===== config.mk =====
export PLATFORM = sky130hd
export DESIGN_NAME = mz_pulse_decoder
export DESIGN_NICKNAME = d
export VERILOG_FILES = /design/src/rtl/mz_pulse_decoder.sv
export SDC_FILE = /design/constraint.sdc
export NUM_CORES = 1
export LEC_CHECK = 0
export BUFFER_PORTS_ARGS = -buffer_cell sky130_fd_sc_hd__buf_2
export CORE_ASPECT_RATIO = 1.75
export CORE_MARGIN = 2
export CORE_UTILIZATION = 35
export DETAILED_ROUTE_END_ITERATION = 8
export HOLD_SLACK_MARGIN = 0.1
export PLACE_DENSITY = 0.55
export SLEW_MARGIN = 20
export SYNTH_ARGS = -nofsm -noshare
export SYNTH_HDL_FRONTEND = slang
export SYNTH_SLANG_ARGS = --single-unit

===== constraint.sdc =====
create_clock -name clk -period 4.2 [get_ports clk]
set_input_delay 0.42 -clock clk [delete_from_list [all_inputs] [get_ports clk]]
set_output_delay 0.42 -clock clk [all_outputs]
set_load 0.01 [all_outputs]

===== src/rtl/mz_pulse_decoder.sv =====
// Receive-side monitor for the MZ gate (pi/2 - gap - pi - gap - pi/2): measures five segment widths and grades them.
// Optional `MZ_DECODE_SYNC_EN adds a 2-flop synchroniser ahead of the rf_s register for an asynchronous gate source.
module mz_pulse_decoder #(
    parameter int unsigned PI2_LEN = 10,
    parameter int unsigned PI_LEN  = 20,
    parameter int unsigned GAP_LEN = 20,
    parameter int unsigned TOL     = 1,
    parameter int unsigned TIMEOUT = 255,
    parameter int unsigned CNT_W   = 16
) (
    input  logic             clk,
    input  logic             rst_n,
    input  logic             rf_in,
    input  logic             arm,
    input  logic             abort,
    output logic             busy,
    output logic             done,
    output logic             seq_ok,
    output logic [2:0]       err_code,
    output logic [CNT_W-1:0] pi2a_len,
    output logic [CNT_W-1:0] gap1_len,
    output logic [CNT_W-1:0] pi_len,
    output logic [CNT_W-1:0] gap2_len,
    output logic [CNT_W-1:0] pi2b_len
);

    typedef enum logic [2:0] {IDLE, WAIT_P1, P1, G1, P2, G2, P3} state_t;

    localparam logic [CNT_W-1:0] ONE     = CNT_W'(1);
    localparam logic [CNT_W-1:0] TMO_LEN = CNT_W'(TIMEOUT);
    localparam logic [CNT_W-1:0] CNT_MAX = '1;

    state_t           state_q, state_d;
    logic             rf_raw, rf_s_q, rf_prev_q;
    logic [CNT_W-1:0] cnt_q, cnt_d, cnt_inc;
    logic             busy_q, busy_d, done_q, done_d, seq_ok_q, seq_ok_d;
    logic [2:0]       err_q, err_d, err_p3;
    logic [CNT_W-1:0] pi2a_q, pi2a_d, gap1_q, gap1_d, pi_q, pi_d;
    logic [CNT_W-1:0] gap2_q, gap2_d, pi2b_q, pi2b_d;
    logic             rise, fall, gap_tmo, tmo;

`ifdef MZ_DECODE_SYNC_EN
    logic [1:0] sync_q;
    assign rf_raw = sync_q[1];
`else
    assign rf_raw = rf_in;
`endif

    function automatic logic out_of_tol(input logic [CNT_W-1:0] len, input int unsigned exp_len);
        int unsigned l;
        l = 32'(len);
        return (l > exp_len + TOL) || (l + TOL < exp_len);
    endfunction

    // Only the first failing segment is reported.
    function automatic logic [2:0] first_err(input logic [2:0] cur, input logic bad, input logic [2:0] code);
        return (cur == 3'd0 && bad) ? code : cur;
    endfunction

    assign rise    = rf_s_q & ~rf_prev_q;
    assign fall    = ~rf_s_q & rf_prev_q;
    assign cnt_inc = (cnt_q == CNT_MAX) ? cnt_q : cnt_q + ONE;
    // The cycle that would bring the count to TIMEOUT ends the wait.
    assign gap_tmo = (rf_s_q == rf_prev_q) && (cnt_q >= TMO_LEN - ONE);
    assign err_p3  = first_err(err_q, out_of_tol(cnt_q, PI2_LEN), 3'd5);

    always_comb begin
        state_d  = state_q;
        cnt_d    = cnt_q;
        done_d   = 1'b0;
        seq_ok_d = seq_ok_q;
        err_d    = err_q;
        pi2a_d   = pi2a_q;
        gap1_d   = gap1_q;
        pi_d     = pi_q;
        gap2_d   = gap2_q;
        pi2b_d   = pi2b_q;
        tmo      = 1'b0;
        if (abort) begin
            state_d = IDLE;
        end else begin
            case (state_q)
                IDLE: if (arm) begin
                    state_d  = WAIT_P1;
                    cnt_d    = ONE;
                    err_d    = 3'd0;
                    seq_ok_d = 1'b0;
                    pi2a_d   = '0;
                    gap1_d   = '0;
                    pi_d     = '0;
                    gap2_d   = '0;
                    pi2b_d   = '0;
                end
                WAIT_P1: begin
                    if (rise) begin
                        state_d = P1;
                        cnt_d   = ONE;
                    end else if (gap_tmo) tmo = 1'b1;
                    else if (fall)        cnt_d = ONE;
                    else                  cnt_d = cnt_inc;
                end
                P1: begin
                    if (fall) begin
                        pi2a_d  = cnt_q;
                        err_d   = first_err(err_q, out_of_tol(cnt_q, PI2_LEN), 3'd1);
                        state_d = G1;
                        cnt_d   = ONE;
                    end else cnt_d = cnt_inc;
                end
                G1: begin
                    if (rise) begin
                        gap1_d  = cnt_q;
                        err_d   = first_err(err_q, out_of_tol(cnt_q, GAP_LEN), 3'd2);
                        state_d = P2;
                        cnt_d   = ONE;
                    end else if (gap_tmo) begin
                        gap1_d = TMO_LEN;
                        tmo    = 1'b1;
                    end else cnt_d = cnt_inc;
                end
                P2: begin
                    if (fall) begin
                        pi_d    = cnt_q;
                        err_d   = first_err(err_q, out_of_tol(cnt_q, PI_LEN), 3'd3);
                        state_d = G2;
                        cnt_d   = ONE;
                    end else cnt_d = cnt_inc;
                end
                G2: begin
                    if (rise) begin
                        gap2_d  = cnt_q;
                        err_d   = first_err(err_q, out_of_tol(cnt_q, GAP_LEN), 3'd4);
                        state_d = P3;
                        cnt_d   = ONE;
                    end else if (gap_tmo) begin
                        gap2_d = TMO_LEN;
                        tmo    = 1'b1;
                    end else cnt_d = cnt_inc;
                end
                P3: begin
                    if (fall) begin
                        pi2b_d   = cnt_q;
                        err_d    = err_p3;
                        seq_ok_d = (err_p3 == 3'd0);
                        done_d   = 1'b1;
                        state_d  = IDLE;
                    end else cnt_d = cnt_inc;
                end
                default: state_d = IDLE;
            endcase
            if (tmo) begin
                err_d    = 3'd6;
                seq_ok_d = 1'b0;
                done_d   = 1'b1;
                state_d  = IDLE;
            end
        end
        busy_d = (state_d != IDLE);
    end

    // rf_s/rf_prev reset high so a line already high at release is not an edge.
    always_ff @(posedge clk or negedge rst_n) begin
        if (!rst_n) begin
`ifdef MZ_DECODE_SYNC_EN
            sync_q    <= 2'b11;
`endif
            rf_s_q    <= 1'b1;
            rf_prev_q <= 1'b1;
            state_q   <= IDLE;
            cnt_q     <= '0;
            busy_q    <= 1'b0;
            done_q    <= 1'b0;
            seq_ok_q  <= 1'b0;
            err_q     <= 3'd0;
            pi2a_q    <= '0;
            gap1_q    <= '0;
            pi_q      <= '0;
            gap2_q    <= '0;
            pi2b_q    <= '0;
        end else begin
`ifdef MZ_DECODE_SYNC_EN
            sync_q    <= {sync_q[0], rf_in};
`endif
            rf_s_q    <= rf_raw;
            rf_prev_q <= rf_s_q;
            state_q   <= state_d;
            cnt_q     <= cnt_d;
            busy_q    <= busy_d;
            done_q    <= done_d;
            seq_ok_q  <= seq_ok_d;
            err_q     <= err_d;
            pi2a_q    <= pi2a_d;
            gap1_q    <= gap1_d;
            pi_q      <= pi_d;
            gap2_q    <= gap2_d;
            pi2b_q    <= pi2b_d;
        end
    end

    assign busy     = busy_q;
    assign done     = done_q;
    assign seq_ok   = seq_ok_q;
    assign err_code = err_q;
    assign pi2a_len = pi2a_q;
    assign gap1_len = gap1_q;
    assign pi_len   = pi_q;
    assign gap2_len = gap2_q;
    assign pi2b_len = pi2b_q;

endmodule


# After elaboration in Yosys (flattened, before gate mapping)
# Index checks and enable logic that the tools add are counted.
totals:
  register_bits: 107
  latchBits: 0
  mem_bits_rw: 0
  mem_bits_ro: 0
  input_bits: 5
  out_inout_bits: 86
  mem_count: 0
op_classes:
  addsub: 2
  mul: 0
  div_mod_pow: 0
  order_cmp: 5
  n_eq_ne: 27
  shifts: 0
  muxes: 53
  n_bitwise: 5
  reduce_logical: 28
op_table:
  columns: ["operator", "n"]
  rows:
  - ["16-bit two-way mux", 12]
  - ["16-bit case mux with 2 select lines", 5]
  - ["16-bit case mux with 5 select lines", 1]
  - ["3-bit two-way mux", 21]
  - ["3-bit inequality test (second input constant)", 14]
  - ["32-bit by 4-bit less-than comparator with 1-bit output (second input constant)", 1]
  - ["4-bit AND reduction", 6]
  - ["3-bit case mux with 7 select lines", 1]
  - ["3-bit case mux with 6 select lines", 1]
  - ["16-bit by 1-bit adder with 17-bit output (second input constant)", 1]
  - ["17-bit by 5-bit less-than comparator with 1-bit output (second input constant)", 1]
  - ["16-bit by 1-bit adder with 16-bit output (second input constant)", 1]
  - ["16-bit equality test (second input constant)", 1]
  - ["16-bit by 8-bit >= comparator with 1-bit output (second input constant)", 1]
  - ["16-bit by 4-bit > comparator with 1-bit output (second input constant)", 1]
  - ["16-bit by 5-bit > comparator with 1-bit output (second input constant)", 1]
  - ["12-bit AND reduction", 1]
  - ["1-bit two-way mux", 11]
  - ["2-bit inequality test (second input constant)", 5]
  - ["2-bit nonzero test", 5]
  - ["3-bit equality test (second input constant)", 3]
  - ["3-bit logical NOT", 3]
  - ["7-bit nonzero test", 1]
  - ["3-bit by 2-bit equality test with 1-bit output (second input constant)", 2]
  - ["12 further kinds", 20]

# Logic depth before layout (Yosys ltp)
# Gate-level depths: netlist (run 1).
logic_depth:
  depth_word: 9
  ltp_mapped: 11
  depth_no_buf: 9

# Least setup slack after synthesis (run 1)
# No wires, ideal clock.
synth_path:
  path_type: "reg-to-reg"
  start: "reg cnt_q[0]"
  end: "reg err_q[2] (netlist: err_code[2])"
  setup_time_ns: 0.096
  arrival_ns: 2.509
  required_time_ns: 4.104
  setup_slack_ns: 1.595
  stages_incl_launch_ff: 11
  path_buffers: 1
  synth_period_minus_slack_ns: 2.605
  cell_sequence: "dfrtp_1 clkbuf_1 inv_1 ha_1 or2b_1 a311oi_1 o32a_2 nand4_2 o311ai_4 nand2_2 a311oi_2"
synth_via:
  elab_chain_len: 8
  elab_cells_between_ends: 31
synth_rtl:
  columns: ["element", "line", "text"]
  rows:
  - ["from (decl)", "35", "logic [CNT_W-1:0] cnt_q, cnt_d, cnt_inc;"]
  - ["from (signal assigned)", "187", "cnt_q <= cnt_d;"]
  - ["16-bit by 1-bit adder with 17-bit output / 16-bit by 8-bit >= comparator with 1-bit output (equally long branches)", "52, 64", null]
  - ["32-bit by 4-bit less-than comparator with 1-bit output / 1-bit logical AND (equally long branches)", "52, 64", null]
  - ["1-bit logical OR / 1-bit two-way mux (equally long branches)", null, null]
  - ["1-bit logical AND / 1-bit two-way mux (equally long branches)", "57, 95", null]
  - ["3-bit two-way mux / 1-bit two-way mux (equally long branches)", null, null]
  - ["3-bit two-way mux / 1-bit two-way mux (equally long branches)", "141, 79", null]
  - ["3-bit case mux with 6 select lines (tied with other cells)", "82", "case (state_q)"]
  - ["3-bit two-way mux / 12-bit AND reduction (equally long branches)", null, null]
  - ["to (signal assigned)", "191", "err_q <= err_d;"]
  - ["to (decl)", "37", "logic [2:0] err_q, err_d, err_p3;"]
# Several ways; a longest one is shown, not always the timed one. The select of a mux whose other input is x is not followed.
# A chain may end at the register's enable or synchronous reset.

# Worst setup path after layout (run 1)
layout_path:
  start: "reg cnt_q[1]"
  end: "reg err_q[2] (netlist: err_code[2])"
# Same word-level chain as after synthesis.

==> out/results.ini, run 1 <==
[floorplan]
die_h_um=168
num_rows=59
io_pins=91
die-area_um2=16400
core_um2=14900
die_w_um=97.6
initial_core_util_pct=36.0

[timing]
slew_headroom_pct=30.1
min_period_over_period_pct=73.7
fin_skew_ps=10.3
finalHoldViolCount=0
rsz0062_at_grt=no
tns_ps=0
setup_violations=0
slew_viol_final=0
fmax_mhz=323
tightest_slew_ps=1050
fin_crit_ps=3090

[setup_path]
reg2reg_depth=8
crit_family=compound AO/OA/AOI/OAI gates
timing.rr.end=err_code[2]
cp_num_cells=8
required_ps=4470
timing.setup.critical_path_class=flip-flop to flip-flop
cp-start-kind=flip-flop
slowest_delay_ps=670
cp_slowest_cell=dfrtp_1
arrival_ps=3360
critPathCaptureType=flip-flop
reg2reg_slack_ps=1110
crit_chain=ha_1 -> nand3_1 -> a211oi_1 -> o32a_2 -> nand4_2 -> o311ai_4 -> nand2_2 -> a311oi_2
cp_max_fo=14
path_buf_inv=0
regToRegStartpoint=cnt_q[1]

[clocking]
cts_made_buffers=9
clkLatencyLatePin_ps=360
path_clk_slew_ps=80
postCtsSetupBuffers=0
postCtsHoldBufs=0
cts_tree=built
ctsHtreeMaxLevel=3
cts.path.max_buffers=2
clockRootBuffer=clkbuf_16
cts_resized=0
clock_sinks=107

[pwr]
power.switching_uw=747
swShare_pct=32.0
comb_power_share_pct=14.5
clkPwrFrac_pct=35.7
pwr-share-seq_pct=49.8
leakagePower_uw=0.00312
ir_drop_mv=0.215
power.internal_uw=1590
pwr_density_cell_nw_per_um2=377
total_power_uw=2330

[synthesis]
synthTopCellsByArea=dfrtp_1 49%, nand2_1 11%, nand3_1 4.0%
synth-seq-cells=107
async_flop_share_pct=100
synthCells=616
syn_area_per_cell_um2=8.71
synth_top_cell_area_share_pct=49.0
syn_nets=627
yosysWarnings=0
yosysTopAreaCell=dfrtp_1
synthDistinctLibCells=66
synth-edff-count=0
synth_seq_area_share_pct=50.0
syn-cell-area_um2=5360
synth-main-ff-cell=dfrtp_1

[run_status]
outcome=complete, no violations

[detailed_routing]
drt_iter0_markers=263
routed_via_density=5.47
ant_nets=0
wire_per_inst_um=18.3
drt_wl_total_um=15800
vias=4723
drc=0
first_pass_iters=5

[global_route]
grt_pass1_vias=4744
grt_usage_pct=19.6
antenna_found_initial=0
grt_overflow_total=0
grt_start_max_net_pins=81
grt_pass1_wl_um=25800

[cells_and_area]
drive_gt1_share_pct=19.9
final_util_pct=41.6
antennaDiodeCount=0
finalNetCount=686
syn_to_final_growth_pct=15.5
nFillCells=1532

[hold_path]
hold_class=input pin to asynchronous set/reset pin

[place]
hpwl_um=11300
place_congestion=0.891
numPortBuffers=90

[run]
cap_violations=0

-- layer usage --
layer / global-route usage, % / wire (um)
met5: 0 / 0
met1: 22.4 / 6100
met2: 36.3 / 8710
met3: 3.05 / 550
met4: 7.43 / 451
-- kinds of logic (layout without fill, tap and decap cells) --
group           Yosys count  in the layout  synth area share (%)
xor+xnor                 12             12                  1.96
fa+ha+maj                 6              6                  1.40
mux                       2              2                 0.373
flops                   107            107                  50.0
buf+inv                  65            129                  5.02
compound gates          122            122                  15.4
simple gates            302            302                  25.9
-- worst reg2reg max path, delay by kind of cell (launching register included) --
kind | cells | cell delay, ps
adders and majority gates | 1 | 490
DFF | 1 | 670
and+or+nand+nor | 3 | 540
AOI/OAI and AO/OA | 4 | 1310
-- power groups by stage --
stage | clock (uW) | combinational, uW | sequential (uW)
3_5_place_dp | 0 | 334 | 1180
6_report | 833 | 337 | 1160
2_1_floorplan | 0 | 293 | 1110
5_1_grt | 901 | 380 | 1170
4_1_cts | 853 | 337 | 1160
3_3_place_gp | 0 | 332 | 1180
-- placed cells by master, fill, tap and decap left out, types with 14 or more instances in the layout --
cell,count
buf_2,89
dfrtp_1,105
o21ai_1,16
o21ai_0,34
nand2_1,152
nor3_1,14
nor2_1,40
nand3_1,43
a21oi_1,19
-- synthesized netlist by cell type (3+ instances only) --
library cell and count:
nand2b_1 4, nand2_1 152, buf_1 3, o21ai_0 34
nor2_1 41, a21oi_1 19, xnor2_1 9, xor2_1 3
or3_1 7, a211o_1 3, dfrtp_1 105, o2bb2ai_1 6
nor2b_1 6, nand4_1 9, o31ai_1 5, buf_2 8
nand3_1 43, a21o_1 4, clkbuf_1 40, o21ai_1 16
nor4_1 5, ha_1 6, nor3_1 14, a31oi_1 3
nor4_2 3, inv_1 11, a22o_1 8
-- worst max path at each step --
| stage | startpoint | end | slack, ps |
|---|---|---|---|
| after floorplan | cnt_q[0] | err_code[2] | 1600 |
| after global placement | cnt_q[1] | err_code[2] | 1120 |
| after detailed placement | cnt_q[1] | err_code[2] | 1150 |
| after CTS | cnt_q[1] | err_code[2] | 1100 |
| after global routing | cnt_q[1] | err_code[2] | 830 |
| final | cnt_q[1] | err_code[2] | 1110 |
-- stage by stage --
| step | setup slack [ps] | std cells | hold slack [ps] | cell area, um2 |
|---|---|---|---|---|
| finish | 1110 | 863 | 95.5 | 6200 |
| CTS | 1100 | 863 | 149 | 6190 |
| detailed placement | 1150 | 847 | 371 | 5910 |
| global route | 834 | 863 | 145 | 6200 |
| floorplan | 1600 | 616 | 124 | 5360 |
| global placement | 1120 | 847 | 368 | 5900 |
-- sequential cells by signal (all words and copies together), names as in the netlist --
| name | count |
|---|---|
| pi2a_len | 16 |
| pi2b_len | 16 |
| seq_ok | 1 |
| rf_prev_q | 1 |
| gap1_len | 16 |
| gap2_len | 16 |
| cnt_q | 16 |
| rf_s_q | 1 |
| pi_len | 16 |
| done | 1 |
| state_q | 3 |
| busy | 1 |
| err_code | 3 |
-- cell type report --
cell class	instances	area (um2)	share of cell area, %
clock inverters	7	60.1	0.969
multi-input cells	444	2420	39.0
repair buffers	101	539	8.70
inverters	12	45.0	0.727
flip-flops and latches	107	2680	43.3
clock buffers	9	225	3.63
well taps	183	229	3.70
Note: power is estimated with default switching activity, not from simulation.
==> run 2: changes to the inputs <==
--- a/config.mk
+++ b/config.mk
@@ -11,7 +11,7 @@
 export CORE_UTILIZATION = 35
 export DETAILED_ROUTE_END_ITERATION = 8
 export HOLD_SLACK_MARGIN = 0.1
-export PLACE_DENSITY = 0.55
+export PLACE_DENSITY = 0.57
 export SLEW_MARGIN = 20
 export SYNTH_ARGS = -nofsm -noshare
 export SYNTH_HDL_FRONTEND = slang
==> constraint.sdc (replaced) <==
create_clock -name clk -period 2.7 [get_ports clk]
set_input_delay 0.27 -clock clk [delete_from_list [all_inputs] [get_ports clk]]
set_output_delay 0.27 -clock clk [all_outputs]
set_load 0.01 [all_outputs]
==> run 2 against run 1 <==
Effect of this change:
- critical path depth is 1 lower
- count of clock-buffer cells in the layout is 1 higher
- highest routed layer unchanged
- wire length is 1.3% lower
- clock skew is 2.6 ps higher
- largest power group unchanged
- maximum frequency is 21% higher
- power is 61% higher
- final area is 5.0% higher
- register-to-register slack worse by 960 ps
- clock power is 57% higher
- via count is 0.66% higher
- largest cell class unchanged
- global-route usage is 0.17 points lower
- cell count is 4.4% higher
==> out/results.ini, run 2 (synthesized netlist as in run 1, its figures left out) <==
[global_route]
grt_start_max_net_pins=72
grt_pass1_vias=4886
antenna_found_initial=0
grt_pass1_wl_um=25400
grt_overflow_total=0
grt_usage_pct=19.4

[clocking]
clock_sinks=107
clkLatencyLatePin_ps=350
cts.path.max_buffers=2
path_clk_slew_ps=80
clockRootBuffer=clkbuf_16
cts_made_buffers=9
cts_tree=built
ctsHtreeMaxLevel=3

[detailed_routing]
drt_wl_total_um=15600
routed_via_density=5.28
ant_nets=0
drt_iter0_markers=223
drc=0
wire_per_inst_um=17.3
first_pass_iters=4
vias=4754

[hold_path]
hold_class=input pin to flip-flop

[floorplan]
io_pins=91
die_w_um=97.6
initial_core_util_pct=36.0
die_h_um=168
core_um2=14900
die-area_um2=16400
num_rows=59

[timing]
min_period_over_period_pct=94.5
fin_crit_ps=2550
setup_violations=0
finalHoldViolCount=0
fmax_mhz=392
whs_ps=220
tightest_slew_ps=606
slew_viol_final=0
slew_headroom_pct=59.6
tns_ps=0
fin_skew_ps=12.9

[cells_and_area]
final_cell_mix=152 x nand2_1, 103 x dfrtp_1, 89 x buf_2, 47 x buf_4, 43 x nand3_1
antennaDiodeCount=0
final_common_cell=nand2_1
finalNetCount=724
drive_gt1_share_pct=24.1
syn_to_final_growth_pct=21.3
finalNonFillerCells=901

[pwr]
total_power_uw=3750
ir_drop_mv=0.322
pwr_density_cell_nw_per_um2=576
leakagePower_uw=0.00332

[setup_path]
critPathCaptureType=flip-flop
cp_max_fo=7
cp_slowest_cell=dfrtp_1
crit_chain=nand4_1 -> nor4_1 -> xnor2_1 -> a21bo_2 -> o311ai_4 -> nand2_2 -> a311oi_2
cp-start-kind=flip-flop
timing.setup.critical_path_class=flip-flop to flip-flop
required_ps=2950
slowest_delay_ps=510
arrival_ps=2800

[place]
numPortBuffers=90
place_inst=883
place_congestion=0.938
hpwl_um=11700

[run_status]
outcome=complete, no violations

[run]
cap_violations=0

[run 2: changes by cell type in the layout (fill, tap and decap cells not counted), moves of 2 or more]
cell,before,now
clkinvlp_4,2,0
buf_4,11,47
dfrtp_2,0,2
dlygate4sd3_1,0,2
dfrtp_1,105,103
[run 2: final timing paths]
check                         start      endpoint  slack (ps)  cells after the start
max                        cnt_q[6]   err_code[2]         150                      7
min                           abort          done         220                      2
max reg2reg                cnt_q[6]   err_code[2]         150                      7
min reg2reg                  rf_s_q     rf_prev_q         380                      0
max in group asynchronous     rst_n  pi2a_len[12]        1500                      3
min in group asynchronous     rst_n   gap1_len[2]         430                      2
[run 2: timing repair]
action | CTS | global route
resized for setup | 0 | 3
endpoints found under the setup margin | 0 | 2
buffers inserted | 0 | 0
hold endpoints to repair | 35 | 0
hold buffers | 2 | 0
[run 2: final cells by class]
cell class | count | area (um2)
fillers | 1528 | 8400
flip-flops and latches | 107 | 2680
multi-input cells | 444 | 2420
repair buffers | 139 | 838
clock buffers | 10 | 239
well taps | 183 | 229
clock inverters | 6 | 53.8
inverters | 12 | 45.0
[run 2: power by group]
part           switching, uW  internal, uW
Sequential              90.9          1650
Clock                    640           672
Combinational            438           260
Total                   1170          2580
[run 2: worst max-delay path, delay by kind of cell, from the launching register on]
kind,cells,cell delay [ps]
xor+xnor,1,180
flops,1,510
compound gates,3,890
simple gates,3,860
[run 2: through the flow]
stage / cell area, um2 / setup slack [ps] / util (%)
floorplan: 5360 / 95.5 / -
global placement: 6190 / 187 / 41.5
detailed placement: 6190 / 77.0 / 41.5
CTS: 6500 / 48.6 / 43.6
global route: 6510 / -0.141 / 43.6
finish: 6510 / 148 / 43.6
[run 2: routing by layer]
layer,routed length (um),GRT usage [%],up-vias
met3,506,2.50,29
met4,497,7.97,0
met5,0,0,-
li1,-,-,2306
met1,5950,21.1,2303
met2,8660,37.3,116
==> run 3: changes to the inputs <==
--- a/config.mk
+++ b/config.mk
@@ -8,10 +8,11 @@
 export BUFFER_PORTS_ARGS = -buffer_cell sky130_fd_sc_hd__buf_2
 export CORE_ASPECT_RATIO = 1.75
 export CORE_MARGIN = 2
-export CORE_UTILIZATION = 35
+export CORE_UTILIZATION = 30
 export DETAILED_ROUTE_END_ITERATION = 8
 export HOLD_SLACK_MARGIN = 0.1
-export PLACE_DENSITY = 0.57
+export PLACE_DENSITY = 0.49
+export SKIP_CTS_REPAIR_TIMING = 1
 export SLEW_MARGIN = 20
 export SYNTH_ARGS = -nofsm -noshare
 export SYNTH_HDL_FRONTEND = slang
==> constraint.sdc (replaced) <==
create_clock -name clk -period 2.51 [get_ports clk]
set_input_delay 0.251 -clock clk [delete_from_list [all_inputs] [get_ports clk]]
set_output_delay 0.251 -clock clk [all_outputs]
set_load 0.01 [all_outputs]
==> run 3 against run 2 <==
Effect of this change:
- global-route usage decreased by 1.1 points
- critical path depth increased by 2
- clock skew decreased by 7.7 ps
- utilization decreased by 4.2 points
- sequential cell count unchanged
- sequential share of layout area decreased by 2.4 points
- final area increased by 6.2%
- maximum frequency increased by 5.5%
- count of clock-buffer cells in the layout increased by 1
- via count increased by 2.5%
- cell count increased by 8.9%
- power increased by 16%
- largest power group unchanged
==> out/results.ini, run 3 (synthesized netlist as in run 1, its figures left out) <==
[run_status]
outcome=complete, no violations

[floorplan]
initial_core_util_pct=30.6
core_um2=17500
die_h_um=181
num_rows=64
die-area_um2=19000
io_pins=91
die_w_um=105

[global_route]
busiest_layer=met2
antenna_found_initial=0
grt_pass1_wl_um=27300
grt_overflow_total=0
use_met1_pct=20.5
grt_use_met3_pct=2.09
grt_pass1_vias=4939
use_met2_pct=34.4
grt_usage_pct=18.3
grt_start_max_net_pins=44

[pwr]
pwr_density_cell_nw_per_um2=632
ir_drop_mv=0.283
leakagePower_uw=0.00350
power.switching_uw=1300
power.internal_uw=3070
comb_power_share_pct=23.3
clkPwrFrac_pct=34.4
swShare_pct=29.7
pwr-share-seq_pct=42.4

[setup_path]
crit_family=compound AO/OA/AOI/OAI gates
required_ps=2770
cp-start-kind=flip-flop
crit_chain=buf_4 -> ha_4 -> or4b_4 -> a211oi_2 -> o32a_2 -> nand4_4 -> o311ai_4 -> nand2_2 -> a311oi_2
cp_slowest_cell=or4b_4
timing.setup.critical_path_class=flip-flop to flip-flop
path_buf_inv=1
slowest_delay_ps=530
arrival_ps=2680
cp_max_fo=3
critPathCaptureType=flip-flop

[cells_and_area]
final_cell_mix=152 x nand2_1, 103 x dfrtp_1, 89 x buf_2, 75 x buf_4, 43 x nand3_1
antennaDiodeCount=0
syn_to_final_growth_pct=28.8
final_common_cell=nand2_1
multi_input_area_um2=2460
finalNetCount=756
final_util_pct=39.4
drive_gt1_share_pct=27.7
register_area_um2=2680
nFillCells=1806

[clocking]
cts.path.max_buffers=2
cts_made_buffers=9
ctsHtreeMaxLevel=3
clock_sinks=107
cts_tree=built
clockRootBuffer=clkbuf_16
clkLatencyLatePin_ps=350
path_clk_slew_ps=70

[timing]
fin_crit_ps=2420
finalHoldViolCount=0
tns_ps=0
slew_headroom_pct=53.6
fin_skew_ps=5.21
slew_viol_final=0
min_period_over_period_pct=96.3
tightest_slew_ps=690
setup_violations=0
fmax_mhz=414

[detailed_routing]
wire_per_inst_um=17.3
drt_iter0_markers=241
ant_nets=0
drc=0
routed_via_density=4.97
vias=4874
first_pass_iters=5
drt_wl_total_um=16900

[run]
cap_violations=0

[place]
hpwl_um=12800
numPortBuffers=90
place_congestion=0.927

[hold_path]
hold_class=input pin to flip-flop

## run 3: cell count changes in the layout (fill, tap and decap cells not counted), sizes merged
cell and change:
buf +32, inv -4, bufinv +2, clkbuf +1, clkinvlp +1
## run 3: worst paths after layout
path | start | cells after the start | endpoint | slack [ps]
min in group asynchronous | rst_n | 2 | pi2b_len[6] | 450
max in group asynchronous | rst_n | 3 | pi2a_len[9] | 1310
worst max-delay path | cnt_q[1] | 9 | err_code[2] | 90
worst min register to register | rf_s_q | 0 | rf_prev_q | 380
worst min-delay path | abort | 2 | done | 160
worst max register to register | cnt_q[1] | 9 | err_code[2] | 90
## run 3: final cells by class
class | count | area share [%]
well taps | 231 | 4.18
inverters | 12 | 0.652
clock buffers | 11 | 3.37
flip-flops and latches | 107 | 38.8
multi-input cells | 444 | 35.6
repair buffers | 171 | 16.3
clock inverters | 5 | 1.12
## run 3: power groups by stage
stage          Combinational [uW]  Sequential [uW]  Clock (uW)
2_1_floorplan                 495             1850           0
3_3_place_gp                  897             1880           0
3_5_place_dp                  898             1880           0
4_1_cts                       905             1850        1550
5_1_grt                      1090             1860        1610
6_report                     1020             1850        1500
## run 3: metrics by stage
| step | cell area, um2 | hold slack, ps | total power (uW) | setup WS, ps | cells |
|---|---|---|---|---|---|
| final | 6910 | 163 | 4370 | 92.2 | 981 |
| after floorplan | 5370 | -44.6 | 2350 | 19.2 | 616 |
| after global routing | 6910 | 168 | 4560 | -2.23 | 981 |
| after CTS | 6780 | -78.0 | 4300 | -5.88 | 972 |
| after global placement | 6470 | 285 | 2780 | 89.1 | 956 |
| after detailed placement | 6470 | 295 | 2780 | 30.6 | 956 |
## run 3: routing by layer
| layer | part of all wire, % | routed length [um] |
|---|---|---|
| met5 | 0 | 0 |
| met3 | 3.0 | 514 |
| met1 | 39 | 6520 |
| met2 | 55 | 9390 |
| met4 | 3.0 | 507 |
